--- config.mk ---
export PLATFORM = sky130hd
export DESIGN_NAME = ext_arbiter
export DESIGN_NICKNAME = d
export VERILOG_FILES = /design/src/rtl/ext_arbiter.sv
export SDC_FILE = /design/constraint.sdc
export NUM_CORES = 1
export LEC_CHECK = 0
export ABC_AREA = 0
export BUFFER_PORTS_ARGS = -buffer_cell sky130_fd_sc_hd__buf_4
export CELL_PAD_IN_SITES_DETAIL_PLACEMENT = 0
export CELL_PAD_IN_SITES_GLOBAL_PLACEMENT = 2
export CORE_ASPECT_RATIO = 0.9
export CORE_MARGIN = 10
export CORE_UTILIZATION = 21
export CTS_CLUSTER_SIZE = 10
export DETAILED_ROUTE_END_ITERATION = 16
export GPL_TIMING_DRIVEN = 0
export PLACE_DENSITY = 0.76
export SLEW_MARGIN = 25
export SYNTH_ARGS = -nofsm -noshare
export SYNTH_HDL_FRONTEND = slang
export SYNTH_SLANG_ARGS = --single-unit
export TNS_END_PERCENT = 50
--- constraint.sdc ---
create_clock -name clk -period 1.4 [get_ports clk]
set_clock_uncertainty 0.1 [all_clocks]
set_input_delay 0.21 -clock clk [delete_from_list [all_inputs] [get_ports clk]]
set_output_delay 0.21 -clock clk [all_outputs]
set_load 0.02 [all_outputs]
--- src/rtl/ext_arbiter.sv ---
// ext_arbiter: two-requester round-robin arbiter that extends the granted
// immediate from IN_W to OUT_W bits into a single-entry output register.
//
// Configuration macro: EXT_ARBITER_SIGN_EXT_EN
//   defined   -> reqN_sext selects sign (1) or zero (0) extension
//   undefined -> reqN_sext is ignored, every result is zero-extended
//
// Ports:
//   clk, rst                       clock, synchronous active-high reset
//   req0_/req1_valid, _data, _sext requester offers (immediate, extension mode)
//   req0_/req1_ready               combinational accept for the granted requester
//   out_valid, out_data, out_id    registered result and its source requester
//   out_ready                      consumer takes the result this cycle
//   done_count                     wrapping count of completed output transfers
module ext_arbiter #(
  parameter int unsigned IN_W  = 4,
  parameter int unsigned OUT_W = 8
) (
  input  logic             clk,
  input  logic             rst,
  input  logic             req0_valid,
  input  logic             req1_valid,
  output logic             req0_ready,
  output logic             req1_ready,
  input  logic [IN_W-1:0]  req0_data,
  input  logic [IN_W-1:0]  req1_data,
  input  logic             req0_sext,
  input  logic             req1_sext,
  output logic             out_valid,
  input  logic             out_ready,
  output logic [OUT_W-1:0] out_data,
  output logic             out_id,
  output logic [7:0]       done_count
);

  localparam int unsigned EXT_W = OUT_W - IN_W;
  localparam int unsigned CNT_W = 8;

  typedef enum logic {
    EMPTY = 1'b0,
    FULL  = 1'b1
  } state_t;

  state_t             state_q, state_d;
  logic [OUT_W-1:0]   out_data_q, out_data_d;
  logic               out_id_q, out_id_d;
  logic [CNT_W-1:0]   done_count_q, done_count_d;
  logic               last_q, last_d;

  logic               grant_c;
  logic               can_accept_c;
  logic               accept_c;
  logic               out_xfer_c;
  logic [IN_W-1:0]    sel_data_c;
  logic [OUT_W-1:0]   ext_c;

  // Round-robin: on contention the requester not last granted wins.
  assign grant_c      = (req0_valid && req1_valid) ? ~last_q : req1_valid;
  // Register can take a new value when empty or when it drains this cycle.
  assign can_accept_c = !rst && ((state_q == EMPTY) || out_ready);
  assign accept_c     = can_accept_c && (req0_valid || req1_valid);
  assign out_xfer_c   = (state_q == FULL) && out_ready;

  assign req0_ready   = can_accept_c && req0_valid && !grant_c;
  assign req1_ready   = can_accept_c && req1_valid &&  grant_c;

  assign sel_data_c   = grant_c ? req1_data : req0_data;

`ifdef EXT_ARBITER_SIGN_EXT_EN
  logic sel_sext_c;
  assign sel_sext_c = grant_c ? req1_sext : req0_sext;
  assign ext_c = sel_sext_c ? {{EXT_W{sel_data_c[IN_W-1]}}, sel_data_c}
                            : {{EXT_W{1'b0}}, sel_data_c};
`else
  // Extension mode inputs are present but have no effect in this build.
  logic unused_sext;
  assign unused_sext = req0_sext ^ req1_sext;
  assign ext_c = {{EXT_W{1'b0}}, sel_data_c};
`endif

  // Next-state and register-load logic.
  always_comb begin
    state_d      = state_q;
    out_data_d   = out_data_q;
    out_id_d     = out_id_q;
    done_count_d = done_count_q;
    last_d       = last_q;

    case (state_q)
      EMPTY: begin
        if (accept_c) state_d = FULL;
      end
      FULL: begin
        if (out_xfer_c && !accept_c) state_d = EMPTY;
      end
      default: state_d = EMPTY;
    endcase

    if (accept_c) begin
      out_data_d = ext_c;
      out_id_d   = grant_c;
      last_d     = grant_c;
    end

    if (out_xfer_c) done_count_d = done_count_q + CNT_W'(1);
  end

  // State register; reset drops any held result without counting it.
  always_ff @(posedge clk) begin
    if (rst) begin
      state_q      <= EMPTY;
      out_data_q   <= '0;
      out_id_q     <= 1'b0;
      done_count_q <= '0;
      last_q       <= 1'b1;
    end else begin
      state_q      <= state_d;
      out_data_q   <= out_data_d;
      out_id_q     <= out_id_d;
      done_count_q <= done_count_d;
      last_q       <= last_d;
    end
  end

  assign out_valid  = (state_q == FULL);
  assign out_data   = out_data_q;
  assign out_id     = out_id_q;
  assign done_count = done_count_q;

endmodule

# After elaboration in Yosys (flattened, before gate mapping)
# Index checks and enable logic that the tools add are counted.
[op_classes]
add_sub_neg = 1
muxes = 5
n_bitwise = 2
n_reduce_logical = 14
[ops]
columns = ["operator", "count"]
rows = [
  ["1-bit logical AND", 9],
  ["8-bit by 1-bit adder with 8-bit output (second input constant)", 1],
  ["4-bit 2-to-1 mux", 1],
  ["1-bit zero test", 3],
  ["1-bit 2-to-1 mux", 3],
  ["1-bit logical OR", 2],
  ["1-bit NOT", 2],
  ["1-bit one-hot mux with 2 select lines", 1],
]
[totals]
regBits = 15
input_bits = 15
out_inout_bits = 20
elab_cells = 27

# Longest topological paths before layout
# Gate-level depths: netlist of run 1.
[logic_depth]
depth_word = 8
mapped_depth = 4
depth_no_buf = 4

# Least setup slack after synthesis of run 1
# Ideal clock, no wire load.
[synth_path]
path_kind = "reg-to-reg"
start = "register state_q (netlist: out_valid)"
end = "register done_count_q[7] (netlist: done_count[7])"
t_arrival_ns = 1.311
t_required_ns = 1.230
path_slack_ns = -0.081
path_stages_with_launch = 4
path_buffers = 0
period_less_slack_ns = 1.481
cell_sequence = "dfxtp_1 nand4_2 or4_1 a21oi_1"
[synth_via]
elab_chain_cells = 1
[synth_rtl]
columns = ["element", "line_no", "rtl"]
rows = [
  ["start, declared", "44", "state_t state_q, state_d;"],
  ["start signal, assigned", "117", "state_q <= state_d;"],
  ["1-bit logical AND", "62", "assign out_xfer_c = (state_q == FULL) && out_ready;"],
  ["end signal, assigned", "120", "done_count_q <= done_count_d;"],
  ["end, declared", "47", "logic [CNT_W-1:0] done_count_q, done_count_d;"],
]
# No other way between the ends.
# A chain may end at the register's enable or synchronous reset.

# Worst setup path after layout of run 1
# Ends and elaborated chain as after synthesis.

==> results of run 1 <==
-- cell usage after synthesis --
cell,number,area share (%)
ha_1,1,1.7
nand3_1,4,2.8
xnor2_1,1,1.2
xor2_1,1,1.2
or3_1,3,2.6
or2_2,1,0.86
dfxtp_1,15,41
inv_1,3,1.6
nand2b_1,1,0.86
a21oi_1,9,6.2
or4_1,2,2.1
nor3_1,1,0.69
nor2_1,4,2.1
mux2i_1,4,5.5
nor2b_1,1,0.86
and3_1,2,1.7
a31oi_1,4,3.4
nand2_1,4,2.1
nand4_1,2,1.7
a211oi_1,4,4.1
nand4_2,1,1.7
a21boi_2,1,1.6
o31ai_1,3,3.1
conb_1,1,0.52
clkbuf_1,3,1.6
o21ai_0,4,2.8
buf_4,4,4.1
-- repair_timing --
| action | CTS | global route |
|---|---|---|
| pin swaps | 1 | 4 |
| setup buffers | 2 | 3 |
| endpoints found under the setup margin | 3 | 6 |
| resized for setup | 5 | 4 |
| gates cloned | 0 | 0 |
-- per-stage QoR --
step	cell area [um^2]	hold WS [ps]	utilization, %
after floorplan	743	262	-
after global placement	1000	364	29.9
after detailed placement	1000	377	29.9
after CTS	1080	169	32.1
after global routing	1110	183	33.1
final	1110	173	33.1
-- layout by cell type (no fill, tap or decap), types with 4 or more instances in the layout --
master / Yosys / layout
o21ai_0: 4 / 4
dfxtp_1: 15 / 10
buf_4: 4 / 36
conb_1: 1 / 4
a211oi_1: 4 / 4
nand2_1: 4 / 4
a31oi_1: 4 / 4
a21oi_1: 9 / 9
mux2i_1: 4 / 4
nand3_1: 4 / 4
-- power by group --
group	switching, mW	total (mW)	leakage (nW)	internal (mW)
registers	0.0185	0.464	0.125	0.446
clock network	0.159	0.356	0.0255	0.197
logic	0.101	0.196	0.317	0.0949
-- layout make-up --
class,count,area share [%]
Buffer,6,3.39
Clock buffer,3,3.72
Clock inverter,1,0.451
Inverter,3,1.02
Multi-Input combinational cell,62,36.5
Sequential cell,15,28.3
Tap cell,44,4.97
Timing Repair Buffer,32,21.7
-- metal layers --
layer / track usage, % / up-vias / part of all wire [%]
met5: 0 / - / 0
met3: 5.66 / 0 / 15
met2: 10.1 / 28 / 41
met1: 7.52 / 311 / 43
li1: - / 376 / -
met4: 1.70 / 0 / 0
-- worst paths after layout --
path | start | to | slack (ps) | cells past startpoint
max | out_valid | done_count[7] | 30 | 3
min | out_ready | done_count[1] | 170 | 3
max reg2reg | out_valid | done_count[7] | 30 | 3
min reg2reg | done_count[7] | done_count[7] | 390 | 2
-- state kept, by name, summed over array words and instances, names as in the netlist --
name and count:
done_count 8, out_data 4, last_q 1, out_id 1, out_valid 1
-- logic make-up after synthesis --
family	Yosys count	share of synthesized area, %
simple gates	26	20.0
compound gates	25	21.2
flops	15	41.4
buf+inv	10	7.24
mux	4	5.52
xor+xnor	2	2.41
fa+ha+maj	1	1.72
other cells	1	0.517
-- tightest hold or removal path, stage by stage --
cell and delay [ps]:
buf_4 140, nand3_1 80, a21oi_1 50
==> metrics, run 1 <==
status=complete, no violations; Setup WS post-layout=around 34 ps; CTS Buffer Depth=2; crit-path max FO=6; post-route insts no fill=166; hold_buf cts=0; Buf+Inv Stages, Crit Path=0; largest net degree at the start of global routing=11; TritonCTS Buffers=3; final setup TNS=0 ps; Final nets=139; max_cap viols=0; final hold violations=0; FP Rows=20; first-pass GRT wire length=3330 um; CTS tree=built; Setup WS pre-CTS=-46.6 ps; Inserted Diodes=0; Initial Util=21.6%; initial antenna violation count=0; Die H=75.8 um; leak pwr=0.467 nW; DR WL/cell=12.5 um; critical-path cell list=nand4_2, or4_1, a21oi_1; IO buf count=27; DR iter-0 viols=52; Critical Path Start Type=flip-flop; ratio of cells with drive above 1 in the final layout=41.8%; area of the multi-input gates=between 400 and 500 um^2; crit end category=flip-flop; fill count=366; Critical Path Max Stage Delay=490 ps; GRT Util Overall=6.90%; hold crit path type=in2reg; Routed Antenna Nets=0; # setup viols final=0; Post-Route WL=2070 um; P&R area growth vs syn=52.8%; total power=1.02 mW; Worst EP required=between 1000 and 1500 ps; Clock Pin Slew Worst Setup and Hold Paths=60 ps; DP HPWL=1590 um; Sequential cell area=314 um^2; Synth Warn #=0; pwr/cell area=917 nW/um^2; #FFs+latches synth=15; total number of vias=715; Seq/Total Area, Yosys=41.4%; number of I/O pins=35; Final min period=1370 ps; placed cells=158; unrepaired setup endpoints after global routing=yes; fmax=~730 MHz; Post-Syn Area=726 um^2; routability cong.=0.695; number of global-route vias before repair=between 700 and 800; Core ar.=~3400 um^2; unique cell type count in the Yosys netlist=27; crit path DAT=between 1000 and 1500 ps; critical path type=reg2reg; Vias/cell=4.31; Max Slew Vio Count=0; Clock Root Buffer=clkbuf_8; drt pass-1 iters=4; slowest stage cell, crit path=or4_1; GR Overflow Total=0; clk sinks=15; crit share post-route=97.6%; die span in x=82.0 um; Max VDD drop=0.000410 V; synthesized instance count=84; Residual DRC=0; H-tree depth=1; Post-Syn Area per Cell=8.64 um^2; delay-heaviest family, CP=simple AND/OR/NAND/NOR gates; die area=6210 um^2; clk_lat worst skew=between 200 and 300 ps
Note: power is estimated with default switching activity, not from simulation.
==> run 2, diff against run 1 <==
CORE_MARGIN = 2   (was 10)
GPL_TIMING_DRIVEN = unset   (was 0)
==> run 2 against run 1 <==
- sequential share of layout area shrank 1.0 points
- register-to-register slack gained 50 ps
- first-iteration DRC count shrank 54%
==> metrics, run 2 (synthesis results as in run 1) <==
Worst EP required=1090 ps (-390 ps); crit share post-route=96.6% (-0.99 points); crit end category=output pin; Initial Util=21.6% (unchanged); Residual DRC=0 (unchanged); clk sinks=15 (unchanged); leak pwr=0.478 nW (+2.3%); die span in x=66.0 um (-20%); # setup viols final=0 (unchanged); Inserted Diodes=0 (unchanged); Max Slew Vio Count=0 (unchanged); Final nets=139 (unchanged); CTS Buffer Depth=2 (unchanged); placed cells=157 (-0.63%); die area=3940 um^2 (-37%); P&R area growth vs syn=58.4%; fill count=354 (-3.3%); H-tree depth=1 (unchanged); Final min period=1350 ps (-13.9 ps); final hold violations=0 (unchanged); largest net degree at the start of global routing=18 (+7); Routed Antenna Nets=0 (unchanged); FP Rows=20 (unchanged); Max VDD drop=0.000477 V (+16%); crit path DAT=1040 ps (-400 ps); crit-path max FO=7 (+1); most frequent cells in the layout=36 x buf_4, 10 x dfxtp_1, 7 x a21oi_1; routability cong.=0.764 (+9.9%); Core ar.=3350 um^2 (unchanged); initial antenna violation count=0 (unchanged); ratio of cells with drive above 1 in the final layout=45.9% (+4.1 points); GRT Util Overall=9.94% (+3.0 points); unrepaired setup endpoints after global routing=yes; pwr/cell area=890 nW/um^2 (-3.0%); area of the multi-input gates=432 um^2 (+6.8%); GR Overflow Total=0 (unchanged); DP HPWL=1390 um (-13%); first-pass GRT wire length=2990 um (-10%); max_cap viols=0 (unchanged); Sequential cell area=314 um^2 (unchanged); TritonCTS Buffers=3 (unchanged); Clock Root Buffer=clkbuf_8; post-route insts no fill=166 (unchanged); hold crit path type=in2reg; Clock Pin Slew Worst Setup and Hold Paths=60 ps (about the same); max reg flops=8 (unchanged); Die H=59.8 um (-21%); commonest non-fill, non-tap cell in the layout=buf_4; IO buf count=28 (+3.7%); number of global-route vias before repair=715 (+1.7%); Critical Path Start Type=flip-flop; number of I/O pins=35 (unchanged); Setup WS post-layout=47.7 ps (+13.9 ps); hold_buf cts=0 (unchanged); Vias/cell=4.52 (+5.0%); fmax=739 MHz (+1.0%); Setup WS pre-CTS=15.1 ps (+61.6 ps); critical path type=reg2out; total number of vias=751 (+5.0%); CTS tree=built; drt pass-1 iters=4 (unchanged); clk_lat worst skew=240 ps (about the same); DR iter-0 viols=24 (-54%); DR WL/cell=11.6 um (-7.2%); Post-Route WL=1920 um (-7.2%); status=complete, no violations
run 2: changes by cell type in the layout (fill, tap and decap cells not counted), sizes merged:
| cell | change |
|---|---|
| buf | +2 |
| clkbuf | -1 |
| clkinv | -1 |
run 2: worst max-delay path, stage by stage, from the launching register on:
cell and delay, ps:
dfxtp_4 380, nand2b_4 90, nand3_1 100, nor2_2 110, buf_6 120
run 2: through the flow:
step / util, % / power [mW] / setup TNS (ps) / cell area (um^2) / hold WS [ps]
after floorplan: - / 0.579 / 0 / 743 / 262
final: 34.3 / 1.02 / 0 / 1150 / 165
after global placement: 30.0 / 0.660 / 0 / 1000 / 362
after detailed placement: 30.0 / 0.661 / 0 / 1000 / 374
after CTS: 31.6 / 1.02 / 0 / 1060 / 158
after global routing: 34.3 / 1.08 / -14.7 / 1150 / 173
run 2: final cells by class:
class / instances / area share, %
Multi-Input combinational cell: 62 / 37.5
Clock buffer: 4 / 3.92
Sequential cell: 15 / 27.3
Timing Repair Buffer: 38 / 25.5
Inverter: 3 / 0.979
Tap cell: 44 / 4.79
run 2: final timing paths:
| kind | startpoint | to | slack [ps] | depth (start not counted) |
|---|---|---|---|---|
| setup reg to reg | done_count[1] | done_count[6] | 80 | 4 |
| setup / recovery | out_valid | req0_ready | 50 | 4 |
| hold / removal | rst | done_count[6] | 170 | 2 |
| hold reg to reg | out_id | out_id | 380 | 2 |
run 2: power breakdown:
part           internal (mW)  leakage, nW  switching, mW
Sequential             0.445        0.126         0.0189
Clock                  0.201       0.0228          0.152
Combinational          0.101        0.330          0.105
Total                  0.747        0.478          0.276
run 2: repair_timing:
action                     in CTS  in global routing
buffers inserted                0                  5
pin swaps                       0                  5
gates resized for setup         2                 13
setup endpoints to repair       2                  5
run 2: layer usage:
layer	vias up	share of wire [%]	GRT usage, %
li1	376	-	-
met1	347	44	11.4
met2	28	46	16.9
met3	0	10	6.21
met4	0	0	0
met5	-	0	0
